--- config.mk ---
export PLATFORM = sky130hd
export DESIGN_NAME = axi_b_response_allocator
export DESIGN_NICKNAME = d
export VERILOG_FILES = /design/src/rtl/axi_node_pkg.sv /design/src/rtl/axi_b_rr_arbiter.sv /design/src/rtl/axi_b_response_allocator.sv
export SDC_FILE = /design/constraint.sdc
export NUM_CORES = 1
export LEC_CHECK = 0
export CAP_MARGIN = 20
export CORE_MARGIN = 1
export CORE_UTILIZATION = 48
export DETAILED_ROUTE_END_ITERATION = 6
export PLACE_DENSITY = 0.81
export SYNTH_ARGS = -nofsm -noshare
export SYNTH_HDL_FRONTEND = slang
export SYNTH_HIERARCHICAL = 1
export SYNTH_SLANG_ARGS = --single-unit
--- constraint.sdc ---
create_clock -name clk -period 8.3 [get_ports clk]
set_clock_uncertainty 0.1 [all_clocks]
set_input_delay 0.83 -clock clk [delete_from_list [all_inputs] [get_ports clk]]
set_output_delay 0.83 -clock clk [all_outputs]
set_load 0.02 [all_outputs]
--- src/rtl/axi_node_pkg.sv ---
// Shared AXI node definitions: response codes, default widths and the B beat type.
package axi_node_pkg;

    localparam int AXI_ID_W   = 6;
    localparam int AXI_USER_W = 6;

    localparam logic [1:0] RESP_OKAY   = 2'b00;
    localparam logic [1:0] RESP_DECERR = 2'b11;

    typedef struct packed {
        logic [AXI_ID_W-1:0]   id;
        logic [1:0]            resp;
        logic [AXI_USER_W-1:0] user;
    } b_beat_t;

endpackage

--- src/rtl/axi_b_rr_arbiter.sv ---
// Round-robin arbiter: one-hot grant, searched from the slot after the last winner.
module axi_b_rr_arbiter #(
    parameter int N_REQ = 9
) (
    input  logic             clk,
    input  logic             rst_n,
    input  logic [N_REQ-1:0] req,
    input  logic             en,
    output logic [N_REQ-1:0] gnt
);

    localparam int PTR_W = (N_REQ > 1) ? $clog2(N_REQ) : 1;

    logic [PTR_W-1:0] last_q, last_d;
    logic [PTR_W-1:0] win;
    logic [PTR_W-1:0] idx;
    logic             found;

    always_comb begin
        found  = 1'b0;
        win    = last_q;
        idx    = '0;
        gnt    = '0;
        for (int k = 1; k <= N_REQ; k++) begin
            idx = PTR_W'((int'(last_q) + k) % N_REQ);
            if (!found && req[idx]) begin
                found = 1'b1;
                win   = idx;
            end
        end
        if (en && found) gnt[win] = 1'b1;
        // Pointer only advances when the grant is actually consumed.
        last_d = (en && found) ? win : last_q;
    end

    // Reset to the top slot so the first search starts at requestor 0.
    always_ff @(posedge clk or negedge rst_n) begin
        if (!rst_n) last_q <= PTR_W'(N_REQ - 1);
        else        last_q <= last_d;
    end

    a_gnt_onehot0: assert property (@(posedge clk) disable iff (!rst_n) $onehot0(gnt));

endmodule

--- src/rtl/axi_b_response_allocator.sv ---
// B return path for one master port: RR arbitration of slave and DECERR responses into a
// single-entry output register, plus the outstanding-write counter used by the AW decoder.
module axi_b_response_allocator
    import axi_node_pkg::*;
#(
    parameter int N_TARG_PORT     = 8,
    parameter int AXI_ID          = AXI_ID_W,
    parameter int AXI_USER        = AXI_USER_W,
    parameter int MAX_OUTSTANDING = 8
) (
    input  logic                            clk,
    input  logic                            rst_n,
    input  logic [N_TARG_PORT-1:0]          bvalid_i,
    input  logic [N_TARG_PORT*AXI_ID-1:0]   bid_i,
    input  logic [N_TARG_PORT*2-1:0]        bresp_i,
    input  logic [N_TARG_PORT*AXI_USER-1:0] buser_i,
    output logic [N_TARG_PORT-1:0]          bready_o,
    output logic                            bvalid_o,
    output logic [AXI_ID-1:0]               bid_o,
    output logic [1:0]                      bresp_o,
    output logic [AXI_USER-1:0]             buser_o,
    input  logic                            bready_i,
    input  logic                            incr_req_i,
    output logic                            full_counter_o,
    output logic                            outstanding_trans_o,
    input  logic                            error_req_i,
    input  logic [AXI_ID-1:0]               error_id_i,
    input  logic [AXI_USER-1:0]             error_user_i,
    output logic                            error_gnt_o
);

    localparam int N_REQ = N_TARG_PORT + 1;
    localparam int CNT_W = $clog2(MAX_OUTSTANDING + 1);
    localparam logic [CNT_W-1:0] CNT_MAX = CNT_W'(MAX_OUTSTANDING);

    logic [N_REQ-1:0]    req, gnt;
    logic                load;
    logic                valid_q, valid_d;
    logic                is_err_q, is_err_d;
    logic [AXI_ID-1:0]   id_q, id_d, mux_id;
    logic [1:0]          resp_q, resp_d, mux_resp;
    logic [AXI_USER-1:0] user_q, user_d, mux_user;
    logic [CNT_W-1:0]    cnt_q, cnt_d;
    logic                dec;

    assign req  = {error_req_i, bvalid_i};
    // rst_n gating keeps the combinational readies low while reset is held.
    assign load = rst_n && (!valid_q || bready_i) && (|req);

    axi_b_rr_arbiter #(.N_REQ(N_REQ)) u_arb (
        .clk  (clk),
        .rst_n(rst_n),
        .req  (req),
        .en   (load),
        .gnt  (gnt)
    );

    // Grant is one-hot, so an OR-reduction mux is sufficient.
    always_comb begin
        mux_id   = '0;
        mux_resp = '0;
        mux_user = '0;
        for (int i = 0; i < N_TARG_PORT; i++) begin
            if (gnt[i]) begin
                mux_id   |= bid_i[i*AXI_ID +: AXI_ID];
                mux_resp |= bresp_i[i*2 +: 2];
                mux_user |= buser_i[i*AXI_USER +: AXI_USER];
            end
        end
        if (gnt[N_TARG_PORT]) begin
            mux_id   |= error_id_i;
            mux_resp |= RESP_DECERR;
            mux_user |= error_user_i;
        end
    end

    always_comb begin
        valid_d  = valid_q;
        is_err_d = is_err_q;
        id_d     = id_q;
        resp_d   = resp_q;
        user_d   = user_q;
        if (load) begin
            valid_d  = 1'b1;
            is_err_d = gnt[N_TARG_PORT];
            id_d     = mux_id;
            resp_d   = mux_resp;
            user_d   = mux_user;
        end else if (bready_i) begin
            valid_d  = 1'b0;
        end
    end

    // Error responses never had a matching AW increment, so they are not counted down.
    assign dec = valid_q && bready_i && !is_err_q;

    always_comb begin
        cnt_d = cnt_q;
        if (incr_req_i && !dec) begin
            if (cnt_q != CNT_MAX) cnt_d = cnt_q + CNT_W'(1);
        end else if (dec && !incr_req_i) begin
            if (cnt_q != '0) cnt_d = cnt_q - CNT_W'(1);
        end
    end

    always_ff @(posedge clk or negedge rst_n) begin
        if (!rst_n) begin
            valid_q  <= 1'b0;
            is_err_q <= 1'b0;
            id_q     <= '0;
            resp_q   <= '0;
            user_q   <= '0;
            cnt_q    <= '0;
        end else begin
            valid_q  <= valid_d;
            is_err_q <= is_err_d;
            id_q     <= id_d;
            resp_q   <= resp_d;
            user_q   <= user_d;
            cnt_q    <= cnt_d;
        end
    end

    assign bready_o            = gnt[N_TARG_PORT-1:0];
    assign error_gnt_o         = gnt[N_TARG_PORT];
    assign bvalid_o            = valid_q;
    assign bid_o               = id_q;
    assign bresp_o             = resp_q;
    assign buser_o             = user_q;
    assign full_counter_o      = (cnt_q == CNT_MAX);
    assign outstanding_trans_o = (cnt_q != '0);

    a_b_hold: assert property (@(posedge clk) disable iff (!rst_n)
        bvalid_o && !bready_i |=> bvalid_o && $stable(bid_o) && $stable(bresp_o) && $stable(buser_o));
    a_no_gnt_stall: assert property (@(posedge clk) disable iff (!rst_n)
        bvalid_o && !bready_i |-> !(|bready_o) && !error_gnt_o);
    a_err_id_stable: assert property (@(posedge clk) disable iff (!rst_n)
        error_req_i && !error_gnt_o |=> !error_req_i || $stable(error_id_i));
    a_cnt_overflow: assert property (@(posedge clk) disable iff (!rst_n)
        !(incr_req_i && !dec && full_counter_o));
    a_cnt_underflow: assert property (@(posedge clk) disable iff (!rst_n)
        !(dec && !incr_req_i && !outstanding_trans_o));

endmodule
==> results.py <==
metrics = {
    "grt": {
        "grt_usage_pct": 35.0,
        "grt_pass1_vias": 8087,
        "gr-total-overflow": 0,
        "grt_max_degree": 53,
        "antenna_found_initial": 0,
        "grt_pass1_wl_um": 44200,
    },
    "clock_tree": {
        "post_cts_buffers": 0,
        "htree_levels": 1,
        "cts_num_sinks": 24,
        "cts_hold_buf": 0,
        "root_buffer": "clkbuf_16",
        "clock_path_buffers": 2,
        "numCtsBuffers": 3,
        "clk_pin_slew_ns": 0.07,
        "clk_latency_ns": 0.27,
        "tritoncts": "built",
        "post_cts_resized": 0,
    },
    "critical_path": {
        "crit_path_frequent_cell": "ha_1",
        "endpoint_kind": "primary output",
        "reg2reg_from": "u_arb/last_q[2]",
        "critPathSlowestCell": "clkdlybuf4s50_1",
        "setup.worst_path.class": "flip-flop to primary output",
        "crit_path_start": "u_arb/last_q[1]",
        "cp_slowest_stage_delay_ns": 0.61,
        "critPathLaunchType": "flip-flop",
        "cp_data_arrival_time_ns": 6.78,
        "crit_fanout": 10,
        "cp.required_ns": 7.37,
        "crit_chain": "clkinv_1, ha_1, xor2_2, ha_1, nor2_1, nand2_1, o21ai_0, xnor2_1, inv_1, ha_1, o311ai_1, and4_1, nor4_1, or2_1, a211oi_2, and4b_1, nand3b_2, o32ai_1, a211oi_2, a21o_1, nor3_2, buf_6, clkdlybuf4s50_1",
    },
    "sta": {
        "hold_viol": 0,
        "setup-tns-final_ns": 0,
        "final-setup-viol-count": 0,
        "rsz0062_at_grt": "no",
        "slew_headroom_pct": 45.5,
        "fin_crit_sh_pct": 92.9,
        "max_freq_ghz": 0.130,
        "worst_pin_slew_ns": 0.810,
        "finalMaxSlewViolations": 0,
        "min_period_ns": 7.71,
    },
    "yosys": {
        "ys_seq_elements": 24,
        "synth_top_area_share_pct": 9.44,
        "synthArstFlopShare_pct": 100,
        "syn_area_per_cell_um2": 7.48,
        "syn_area_um2": 7290,
        "ys.flop_type": "dfrtp_1",
        "syn_nets": 1167,
        "ys_seq_area_share_pct": 8.26,
        "synth-edff-count": 0,
        "netlist_instances": 974,
        "ys_warn_count": 6,
        "yosys.cell_types.count": 110,
        "ys_top_cells_by_area": "ha_1 (9.4%), dfrtp_1 (7.9%), nand2_1 (4.5%), a21oi_1 (4.1%), mux2i_1 (4.0%)",
        "yosysTopAreaCell": "ha_1",
    },
    "drt": {
        "vias": 8794,
        "drt-pass1-iter-count": 7,
        "drtIter0Drc": 1145,
        "drc": 0,
        "wire_per_inst_um": 21.2,
        "via_per_inst": 6.69,
        "ant_nets": 0,
        "routed_wl_um": 27800,
    },
    "finish": {
        "diodes": 0,
        "nets": 1324,
        "syn2layout_area_growth_pct": 29.4,
        "multi_input_area_um2": 6300,
        "fin_area_um2": 9430,
        "fillers": 1301,
        "final_cells": 1314,
        "register_area_um2": 603,
        "drive_above_1_share_pct": 12.3,
    },
    "worst_hold_path": {
        "worst_hold_startpoint": "buser_o[5]",
        "hold_path.class": "flip-flop to flip-flop",
    },
    "floorplan": {
        "initial_utilization_pct": 49.6,
        "fp.coreArea_um2": 14700,
        "rows": 44,
        "dieArea_um2": 15700,
        "dieHeight_um": 125,
        "die_w_um": 125,
        "ioPinCount": 163,
    },
    "placement": {
        "place_inst": 1308,
        "placed_cell_area_um2": 9300,
        "gp_congestion": 0.972,
        "io_buffer_count": 162,
        "hpwl_um": 21900,
    },
    "status": {
        "status": "finished clean",
    },
    "run": {
        "drv_cap": 0,
    },
}
[path summary, 6_finish.rpt]
check                             endpoint  slack (ns)  cells after the start
max                            bready_o[7]        0.59                     23
min                             buser_o[5]        0.38                      2
max reg2reg                     buser_o[1]        1.49                     24
min reg2reg                     buser_o[5]        0.38                      2
max in group asynchronous  u_arb/last_q[3]        6.85                      2
min in group asynchronous       buser_o[1]        0.94                      2
[layer usage]
layer / vias up / share of wire [%] / track usage, %
li1: 4115 / - / -
met1: 4121 / 44 / 50.3
met2: 491 / 43 / 53.6
met3: 67 / 9.5 / 3.98
met4: 0 / 3.1 / 12.6
met5: - / 0 / 0
[flip-flops by register name, indices dropped and copies added (netlist names)]
name and cells:
cnt_q 4, bid_o 6, bvalid_o 1, is_err_q 1, bresp_o 2, u_arb/last_q 4
buser_o 6
[per-stage QoR]
step	utilization [%]	hold WS, ns	setup slack, ns
after global routing	64.1	0.412	0.0502
after global placement	63.2	0.362	0.569
after CTS	64.0	0.388	0.335
after floorplan	-	0.372	0.0142
after detailed placement	63.2	0.371	0.648
final	64.1	0.383	0.588
[cells by family (layout without fill, tap and decap cells)]
group | after synthesis | after routing | synth area share (%)
XOR/XNOR | 32 | 32 | 4.31
adder cells (fa/ha/maj) | 56 | 56 | 9.72
AO/OA/AOI/OAI | 366 | 366 | 37.8
AND/OR/NAND/NOR | 340 | 340 | 24.8
flip-flops | 24 | 24 | 8.26
multiplexers | 50 | 50 | 8.52
buffers and inverters | 106 | 262 | 6.59
[final cells by class]
type                       count  area share, %
clock buffer                   3          0.796
tap                          184           2.44
clock inverter                 1          0.319
sequential                    24           6.40
multi-input combinational    844           66.8
inverter                      43           1.71
timing repair buffer         215           21.5
[cells in the mapped netlist, types with 12 or more instances]
library cell and instances:
nor3_1 30, nand2_1 88, xnor2_1 24, nor2b_1 22, inv_1 36, ha_1 55, a221oi_1 14, o211ai_1 18
nand2b_1 16, nor2_1 45, mux2i_1 29, buf_2 12, a22oi_1 30, dfrtp_1 23, a222oi_1 14, clkbuf_1 36
o21ai_0 57, a211oi_1 15, nand3_1 47, a21oi_1 60, a31oi_1 13, mux2_2 12
[cells in the final DEF (no fill, tap or decap), types with 8 or more instances in the layout]
cell type          n
a21oi_1           59
o31ai_1           10
a222oi_1          14
a31oi_1           13
nand2_1           88
inv_1             36
ha_1              55
mux2_2            12
o22ai_1            9
a211oi_1          15
a22oi_1           30
o21ai_0           57
clkdlybuf4s50_1  162
mux2i_1           29
xnor2_1           24
or3_1             10
and2_1            10
a211o_1           10
nor2b_1           22
buf_4             51
and3_1             9
nor3_1            22
o211ai_1          18
a221oi_1          14
nand3_1           47
nand2b_1          16
dfrtp_1           22
or2_2              8
nor2_1            45
mux4_2             8
[worst max-delay path: cells and delay by family, from the launching register on]
| family | cells | cell delay [ns] |
|---|---|---|
| and+or+nand+nor | 8 | 2.14 |
| AOI/OAI and AO/OA | 6 | 1.61 |
| buffers and inverters | 4 | 1.14 |
| adders and majority gates | 3 | 0.72 |
| xor gates and xnor gates | 2 | 0.47 |
| DFF | 1 | 0.41 |
Power is left out: the tool's default activity adds up to more than one toggle a clock period on the data nets, which glitch-free logic cannot reach.
